## src/rtl/timer_dev.sv

```systemverilog
// timer_dev: memory-mapped countdown timer with one-shot/auto-reload modes
// and a maskable, sticky interrupt flag.
module timer_dev #(
  parameter int WIDTH = 32
) (
  input  logic        clk,
  input  logic        rst,
  input  logic [1:0]  addr,
  input  logic        we,
  input  logic [31:0] wdata,
  output logic [31:0] rdata,
  output logic        irq
);
  localparam logic [1:0] IDLE = 2'd0, LOAD = 2'd1, CNT = 2'd2, INT = 2'd3;
  localparam logic [WIDTH-1:0] ONE = WIDTH'(1);
  logic [1:0] state_q, state_d;
  logic [3:0] ctrl_q, ctrl_d;
  logic [WIDTH-1:0] preset_q, preset_d, count_q, count_d;
  logic irq_flag_q, irq_flag_d;
  logic wr_ctrl, wr_preset, expire, en, reload;
  assign wr_ctrl = we && addr == 2'd0;
  assign wr_preset = we && addr == 2'd1;
  assign en = ctrl_q[0];
  assign reload = ctrl_q[2:1] == 2'b01;
  assign irq = irq_flag_q & ctrl_q[3];
  always_comb begin
    state_d = state_q;
    count_d = count_q;
    ctrl_d = ctrl_q;
    expire = 1'b0;
    case (state_q)
      IDLE: state_d = en ? LOAD : IDLE;
      LOAD: begin
        count_d = preset_q;
        state_d = en ? CNT : IDLE;
      end
      CNT: begin
        if (!en) begin
          state_d = IDLE;
        end else if (count_q > ONE) begin
          count_d = count_q - ONE;
        end else begin
          count_d = '0;
          expire = 1'b1;
          state_d = INT;
        end
      end
      default: begin
        state_d = reload ? LOAD : IDLE;
        ctrl_d[0] = reload & ctrl_q[0];
      end
    endcase
    // a CPU write to CTRL overrides the one-shot EN clear in the same cycle
    if (wr_ctrl) ctrl_d = wdata[3:0];
  end
  always_comb begin
    preset_d = wr_preset ? wdata[WIDTH-1:0] : preset_q;
    irq_flag_d = expire | (irq_flag_q & ~(wr_ctrl | wr_preset));
    rdata = addr == 2'd0 ? {28'd0, ctrl_q} :
            addr == 2'd1 ? 32'(preset_q) :
            addr == 2'd2 ? 32'(count_q) : 32'd0;
  end
  always_ff @(posedge clk or negedge rst) begin
    if (!rst) begin
      state_q <= IDLE;
      ctrl_q <= '0;
      preset_q <= '0;
      count_q <= '0;
      irq_flag_q <= 1'b0;
    end else begin
      state_q <= state_d;
      ctrl_q <= ctrl_d;
      preset_q <= preset_d;
      count_q <= count_d;
      irq_flag_q <= irq_flag_d;
    end
  end
endmodule

```

## config.mk

```make
export PLATFORM = sky130hd
export DESIGN_NAME = timer_dev
export DESIGN_NICKNAME = d
export VERILOG_FILES = /design/src/rtl/timer_dev.sv
export SDC_FILE = /design/constraint.sdc
export NUM_CORES = 1
export LEC_CHECK = 0
export BUFFER_PORTS_ARGS = -buffer_cell sky130_fd_sc_hd__buf_2
export CAP_MARGIN = 20
export CORE_MARGIN = 8
export CORE_UTILIZATION = 45
export DETAILED_ROUTE_END_ITERATION = 8
export PLACE_DENSITY = 0.69
export SLEW_MARGIN = 0
export SYNTH_ARGS = -nofsm -noshare
export SYNTH_HDL_FRONTEND = slang
export SYNTH_SLANG_ARGS = --single-unit
```

## constraint.sdc

```tcl
create_clock -name clk -period 4.7 [get_ports clk]
set_input_delay 0.47 -clock clk [delete_from_list [all_inputs] [get_ports clk]]
set_output_delay 0.47 -clock clk [all_outputs]
set_load 0.02 [all_outputs]
```

==> out/metrics.yaml, run 1 <==
outcome:
  outcome: "finished, final reports clean"
clock_network:
  cts_max_path_buffers: 2
  htreeDepth: 3
  clock_sinks: 71
  insertion_delay_ns: 0.35
  cts_tree: "built"
  numCtsBuffers: 9
  cts_root_buf: "clkbuf_8"
  path_clk_slew_ns: 0.09
  post_cts_buffers: 0
layout:
  nets: 478
  final_common_cell: "dfrtp_1"
  areaGrowthSynthToFinish_pct: 18.1
  layout_common_cells: "dfrtp_1 (71), buf_2 (69), mux2_2 (35), nand2_1 (34), a22o_1 (31)"
  fillers: 780
  drive_gt1_share_pct: 31.8
  antennaDiodeCount: 0
worst_setup_path:
  cpPeakStageDelay_ns: 0.69
  required_ns: 4.92
  cp_slowest_cell: "or4b_2"
  worstRegToRegCells: 6
  cp_top_family: "simple AND/OR/NAND/NOR gates"
  cp_num_buf_inv: 0
  crit_path_start_kind: "flip-flop"
  cp.depth: 6
  cp.arrival_ns: 3.21
  path_max_fanout: 11
  path_cells: "or4_1, or4b_2, nor4_2, nor2_1, a222oi_1, nand2_1"
  path_class: "reg -> reg"
  crit_path_end_kind: "flip-flop"
yosys:
  synth_cells: 380
  synthFlopType: "dfrtp_1"
  synth-seq-area-share_pct: 45.7
  synthArstFlopShare_pct: 100
  synth_area_per_cell_um2: 10.2
  yosysUniqueCellTypes: 54
  syn_area_um2: 3890
  synth_edf_count: 0
  ys_ff_latch: 71
  synthesis.nets: 419
  yosysWarnings: 0
timing:
  period_needed_ns: 2.99
  slew_headroom_pct: 32.0
  hold_violations: 0
  skew_ns: 0.0116
  fin_crit_sh_pct: 63.6
  setup_violations: 0
  holdWs_ns: 0.339
  fin_setup_tns_ns: 0
  rsz0062_at_grt: "no"
  tightest_slew_ns: 1.02
  maxSlewViolCount: 0
  fmax_mhz: 335
global_route:
  grt-ovfl-total: 0
  grt_pass1_wl_mm: 17.2
  grtUsageTotal_pct: 18.1
  grt_pass1_vias: 3480
  grt_max_degree: 71
  antenna_found_initial: 0
hold_path:
  hold_depth: 2
  min_path_type: "in -> reg"
drt:
  first_pass_iters: 7
  routedWlPerCell_um: 18.4
  antenna_left: 0
  dr.first_iter.drc_count: 270
  drcViolationCount: 0
  totalWireLength_mm: 10.2
  vias_per_cell: 6.10
  vias: 3366
die:
  initial_core_util_pct: 45.4
  die_y_um: 109
  pin_count: 70
  die_w_um: 109
  rows: 34
  core_area_um2: 8550
  die-area_um2: 11900
place:
  port_buffers: 69
  dpl.hpwl_mm: 6.96
  place.gp.congestion: 0.871
pwr:
  power.density_nw_per_um2: 577
  leakagePower_nw: 2.01
  ir_worst_vdd_v: 0.000248
run:
  drv_cap: 0
## final timing paths
check	slack [ns]	from	to
worst max-delay path	1.71	count_q[28]	count_q[15]
worst min-delay path	0.34	wdata[28]	preset_q[28]
worst max register to register	1.71	count_q[28]	count_q[15]
worst min register to register	0.51	irq_flag_q	irq_flag_q
max in group asynchronous	3.23	rst	state_q[1]
min in group asynchronous	0.42	rst	preset_q[3]
## final cells by class
type	instances	area [µm²]	share of cell area, %
tap	108	135	2.94
clock inverter	5	128	2.78
multi-input combinational	277	1980	43.1
clock buffer	11	151	3.30
inverter	3	11.3	0.245
timing repair buffer	77	408	8.89
sequential	71	1780	38.7
## synth_stat cells (7+ instances only)
cell	number	share of area, %
a22o_1	31	7.0
nor2_1	21	2.0
o311ai_0	9	2.0
mux2_2	35	10
nand3_1	13	1.7
clkbuf_1	20	1.9
dfrtp_1	71	46
or3_1	7	1.1
a22oi_1	9	1.7
nor3_1	9	1.2
a21oi_1	8	1.0
o21ai_0	19	2.4
nand2_1	34	3.3
o211ai_1	7	1.4
## registers in the layout, summed over array words and instances (netlist names)
register / cells
preset_q: 32
count_q: 32
irq_flag_q: 1
ctrl_q: 4
state_q: 2
## stage by stage
step	util [%]	cell area (µm²)	std cells	worst slack [ns]	total power, W
after floorplan	-	3890	380	2.00	0.00170
after global placement	50.3	4300	535	1.77	0.00195
after detailed placement	50.3	4300	535	1.72	0.00198
after CTS	53.7	4590	552	1.71	0.00266
after global routing	53.7	4590	552	1.54	0.00283
final	53.7	4590	552	1.71	0.00265
## layer usage
metal | global-route usage [%] | share of wire, %
met3 | 3.78 | 5.8
met1 | 23.0 | 44
met4 | 7.82 | 1.9
met5 | 0 | 0
met2 | 29.2 | 48
## power breakdown
| group | internal, W | leakage, nW | switching, W |
|---|---|---|---|
| sequential | 0.000812 | 0.863 | 0.000254 |
| clock | 0.000435 | 0.136 | 0.000238 |
| combinational | 0.000400 | 1.01 | 0.000509 |
## what timing repair did
action	in CTS	in global routing
hold endpoints to repair	1	0
resized for setup	0	0
hold buffers	1	0
## cells by family after synthesis
| kind of cell | after synthesis | synth area share [%] |
|---|---|---|
| flops | 71 | 45.7 |
| simple gates | 121 | 16.4 |
| compound gates | 115 | 22.5 |
| fa+ha+maj | 2 | 0.644 |
| mux | 39 | 11.2 |
| buf+inv | 32 | 3.54 |
Power figures use the tool's default switching activity.
==> inputs of run 2 (changes only) <==
- clock period: 4.7 -> 2.93 ns (I/O delays scaled with it)
==> out/metrics.yaml, run 2 (synthesis gave the netlist of run 1 again) <==
global_route:
  grt_pass1_wl_mm: 16.8
  grt-ovfl-total: 0
  grt_pass1_vias: 3399
  antenna_found_initial: 0
  grt_max_degree: 49
  grtUsageTotal_pct: 17.8
worst_setup_path:
  path_cells: "or4_1, or4_4, or3_4, and2_4, and3_1, or3_1"
  required_ns: 3.16
  cp_num_buf_inv: 0
  cp_slowest_cell: "or4_4"
  path_class: "reg -> reg"
  crit_path_end_kind: "flip-flop"
  cp.arrival_ns: 2.96
  crit_path_start_kind: "flip-flop"
  path_max_fanout: 8
  cp_top_family: "simple AND/OR/NAND/NOR gates"
  cpPeakStageDelay_ns: 0.55
layout:
  drive_gt1_share_pct: 33.8
  final_common_cell: "dfrtp_1"
  antennaDiodeCount: 0
  layout_common_cells: "dfrtp_1 (71), buf_2 (69), mux2_2 (35), nand2_1 (34), a22o_1 (31)"
  nets: 493
  areaGrowthSynthToFinish_pct: 19.5
  utilization_pct: 54.3
  fillers: 799
  top_regs: "count_q x32, preset_q x32, ctrl_q x4"
timing:
  fmax_mhz: 366
  skew_ns: 0.0137
  tightest_slew_ns: 0.712
  fin_crit_sh_pct: 93.3
  rsz0062_at_grt: "no"
  setup_violations: 0
  fin_setup_tns_ns: 0
  slew_headroom_pct: 52.3
  period_needed_ns: 2.73
  hold_violations: 0
  maxSlewViolCount: 0
pwr:
  power_switching_w: 0.00161
  power.density_nw_per_um2: 887
  p_int_w: 0.00251
  leakagePower_nw: 2.06
  p_sw_share_pct: 39.1
  p_total_w: 0.00412
  pwr-share-seq_pct: 41.3
  ir_worst_vdd_v: 0.000376
  p_comb_share_pct: 37.5
  p_clk_share_pct: 21.3
clock_network:
  numCtsBuffers: 9
  cts_root_buf: "clkbuf_8"
  post_cts_buffers: 0
  cts_max_path_buffers: 2
  cts_resized: 0
  htreeDepth: 3
  cts_hold_buf: 1
  cts_tree: "built"
  clock_sinks: 71
  insertion_delay_ns: 0.35
  path_clk_slew_ns: 0.08
drt:
  drcViolationCount: 0
  dr.first_iter.drc_count: 213
  totalWireLength_mm: 10.2
  routedWlPerCell_um: 17.9
  first_pass_iters: 4
  vias_per_cell: 5.84
  antenna_left: 0
  vias: 3312
place:
  place.gp.congestion: 0.872
  dpl.hpwl_mm: 7.34
  port_buffers: 69
die:
  core_area_um2: 8550
  rows: 34
  pin_count: 70
  die_y_um: 109
  initial_core_util_pct: 45.4
  die-area_um2: 11900
  die_w_um: 109
hold_path:
  min_path_type: "in -> reg"
outcome:
  outcome: "finished, final reports clean"
run:
  drv_cap: 0
[run 2: changes by cell type in the layout (fill, tap and decap cells not counted), sizes merged]
cell    previous run  this run
buf               76        91
bufinv             4         2
clkinv             0         2
[run 2: worst paths after layout]
check / to / cells past startpoint / slack, ns / from
setup reg to reg: count_q[23] / 6 / 0.20 / count_q[22]
hold reg to reg: count_q[10] / 2 / 0.52 / preset_q[10]
min in group asynchronous: preset_q[4] / 3 / 0.47 / rst
hold / removal: ctrl_q[0] / 3 / 0.16 / wdata[0]
max in group asynchronous: preset_q[27] / 3 / 1.90 / rst
setup / recovery: count_q[23] / 6 / 0.20 / count_q[22]
[run 2: worst reg2reg max path, delay by kind of cell (launching register included)]
kind	cells	cell delay, ns
and+or+nand+nor	6	2.15
DFF	1	0.46
[run 2: per-layer routing]
metal	part of all wire (%)	GRT usage [%]	vias to the layer above
met5	0	0	-
met4	1.5	6.84	0
met3	6.1	3.78	12
met2	48	28.6	90
met1	44	23.0	1602
li1	-	-	1608
[run 2: final cells by class]
type                       count  area, µm²  area share, %
clock buffer                  11        141           3.04
clock inverter                 5       81.3           1.75
inverter                       3       11.3          0.242
multi-input combinational    277       1980           42.6
sequential                    71       1780           38.2
tap                          108        135           2.91
timing repair buffer          92        520           11.2
[run 2: stage by stage]
step	setup WS [ns]	std cells	cell area (µm²)	hold WS [ns]
5_1_grt	0.0691	567	4650	0.154
6_report	0.198	567	4650	0.161
3_5_place_dp	0.215	550	4410	0.309
2_1_floorplan	0.228	380	3890	-0.00259
4_1_cts	0.204	567	4650	0.159
3_3_place_gp	0.227	550	4410	0.302
[run 2: power by group through the flow]
stage | logic [W] | registers [W] | clock network, W
2_1_floorplan | 0.00114 | 0.00158 | 0
3_3_place_gp | 0.00152 | 0.00170 | 0
3_5_place_dp | 0.00155 | 0.00171 | 0
4_1_cts | 0.00156 | 0.00169 | 0.000896
5_1_grt | 0.00171 | 0.00176 | 0.000945
6_report | 0.00154 | 0.00170 | 0.000877
==> inputs of run 3 (changes only) <==
- REMOVE_ABC_BUFFERS: not set -> 1
==> out/metrics.yaml, run 3 (synthesis gave the netlist of run 1 again) <==
drt:
  antenna_left: 0
  dr.first_iter.drc_count: 146
  first_pass_iters: 4
  drcViolationCount: 0
  vias: 3422
  vias_per_cell: 6.05
  totalWireLength_mm: 10.6
  routedWlPerCell_um: 18.6
pwr:
  p_clk_share_pct: 19.5
  power_switching_w: 0.00164
  p_int_w: 0.00243
  p_sw_share_pct: 40.3
  ir_worst_vdd_v: 0.000373
  pwr-share-seq_pct: 41.7
  p_comb_share_pct: 38.9
  leakagePower_nw: 2.05
  power.density_nw_per_um2: 878
place:
  port_buffers: 69
  dpl.hpwl_mm: 7.35
  placed_area_um2: 4440
  place.gp.congestion: 0.880
  preCtsSetupSlack_ns: 0.156
  dp_cells: 550
layout:
  antennaDiodeCount: 0
  multiInputGateArea_um2: 1980
  final_common_cell: "dfrtp_1"
  drive_gt1_share_pct: 34.1
  layout_common_cells: "dfrtp_1 (71), buf_2 (69), mux2_2 (35), nand2_1 (34), a22o_1 (31)"
  top_regs: "count_q x32, preset_q x32, ctrl_q x4"
  areaGrowthSynthToFinish_pct: 19.4
  nets: 492
  utilization_pct: 54.3
  stdcell_count: 566
  register_area_um2: 1780
  fillers: 791
  fin_area_um2: 4640
worst_setup_path:
  r2r_end: "count_q[23]"
  worstRegToRegCells: 6
  endpoint: "count_q[23]"
  crit_path_start_kind: "flip-flop"
  path_class: "reg -> reg"
  cp.arrival_ns: 3.04
  path_max_fanout: 6
  r2r_setup_slack_ns: 0.13
  path_cells: "or4_1, or4_4, or3_4, and2_4, and3_1, or3_1"
  cpPeakStageDelay_ns: 0.66
  crit_path_end_kind: "flip-flop"
  required_ns: 3.17
  crit_start: "count_q[28]"
  timing.rr.start: "count_q[28]"
  cp_slowest_cell: "or4_1"
run:
  drv_cap: 0
die:
  pin_count: 70
  initial_core_util_pct: 45.4
  die_w_um: 109
  rows: 34
  die-area_um2: 11900
  core_area_um2: 8550
  die_y_um: 109
timing:
  skew_ns: 0.00902
  finalWorstSetupSlack_ns: 0.127
  maxSlewViolCount: 0
  hold_violations: 4
  setup_violations: 0
  slew_headroom_pct: 50.7
  period_needed_ns: 2.80
  tightest_slew_ns: 0.740
  fmax_mhz: 357
  holdWs_ns: -0.00884
  rsz0062_at_grt: "no"
  fin_crit_sh_pct: 95.7
clock_network:
  cts_max_path_buffers: 2
  cts_root_buf: "clkbuf_8"
  htreeDepth: 3
  path_clk_slew_ns: 0.08
  numCtsBuffers: 9
  cts_tree: "built"
  clock_sinks: 71
  cts_hold_buf: 0
  insertion_delay_ns: 0.36
hold_path:
  min_path_type: "in -> async"
global_route:
  grt-ovfl-total: 0
  antenna_found_initial: 0
  grtUsageTotal_pct: 18.7
  grt_pass1_vias: 3530
  grt_max_degree: 41
  grt_pass1_wl_mm: 17.8
outcome:
  violations: "negative hold slack"
  outcome: "finished, violations left"
[run 3: changes by cell type in the layout (fill, tap and decap cells not counted)]
cell / previous run / this run
nor2_1: 21 / 20
buf_4: 22 / 20
clkinv_4: 1 / 0
buf_12: 0 / 2
dlygate4sd3_1: 1 / 0
bufinv_16: 2 / 1
clkinvlp_4: 1 / 3
nor2_2: 0 / 1
[run 3: worst max-delay path: cells and delay by family (launching register included)]
kind / cells / cell delay, ns
AND/OR/NAND/NOR: 6 / 2.26
flip-flops: 1 / 0.42
[run 3: worst min path at each step]
stage | start | end | slack (ns) | cells past startpoint
final | rst | ctrl_q[2] | -0.009 | 1
after global routing | rst | count_q[9] | 0.05 | 1
after CTS | rst | preset_q[9] | 0.01 | 1
after detailed placement | rst | ctrl_q[2] | 0.40 | 1
after global placement | rst | preset_q[2] | 0.40 | 1
after floorplan | rst | count_q[0] | -0.003 | 0
[run 3: cell type report]
class | count | share of cell area [%]
Clock inverter | 5 | 1.24
Tap cell | 108 | 2.91
Clock buffer | 11 | 3.05
Timing Repair Buffer | 91 | 11.5
Multi-Input combinational cell | 277 | 42.7
Sequential cell | 71 | 38.3
Inverter | 3 | 0.243
[run 3: power by group through the flow]
stage | combinational [W] | clock [W] | sequential (W)
global route | 0.00175 | 0.000855 | 0.00175
global placement | 0.00155 | 0 | 0.00169
finish | 0.00158 | 0.000793 | 0.00170
floorplan | 0.00107 | 0 | 0.00160
detailed placement | 0.00158 | 0 | 0.00171
CTS | 0.00159 | 0.000808 | 0.00169
[run 3: what timing repair did]
item                       in CTS  in global routing
setup endpoints to repair       0                  1
resized for setup               0                  1
setup buffers                   0                  0
[run 3: metrics by stage]
stage                     setup TNS, ns  power [W]
after detailed placement              0    0.00329
after floorplan                   -2.95    0.00266
after CTS                             0    0.00408
final                                 0    0.00407
after global placement                0    0.00325
after global routing                  0    0.00435
[run 3: layer usage]
layer | vias up | global-route usage (%) | wire length (µm)
met4 | 0 | 7.82 | 180
met3 | 16 | 4.02 | 693
met2 | 107 | 28.4 | 4790
met1 | 1689 | 25.2 | 4890
met5 | - | 0 | 0
li1 | 1610 | - | -
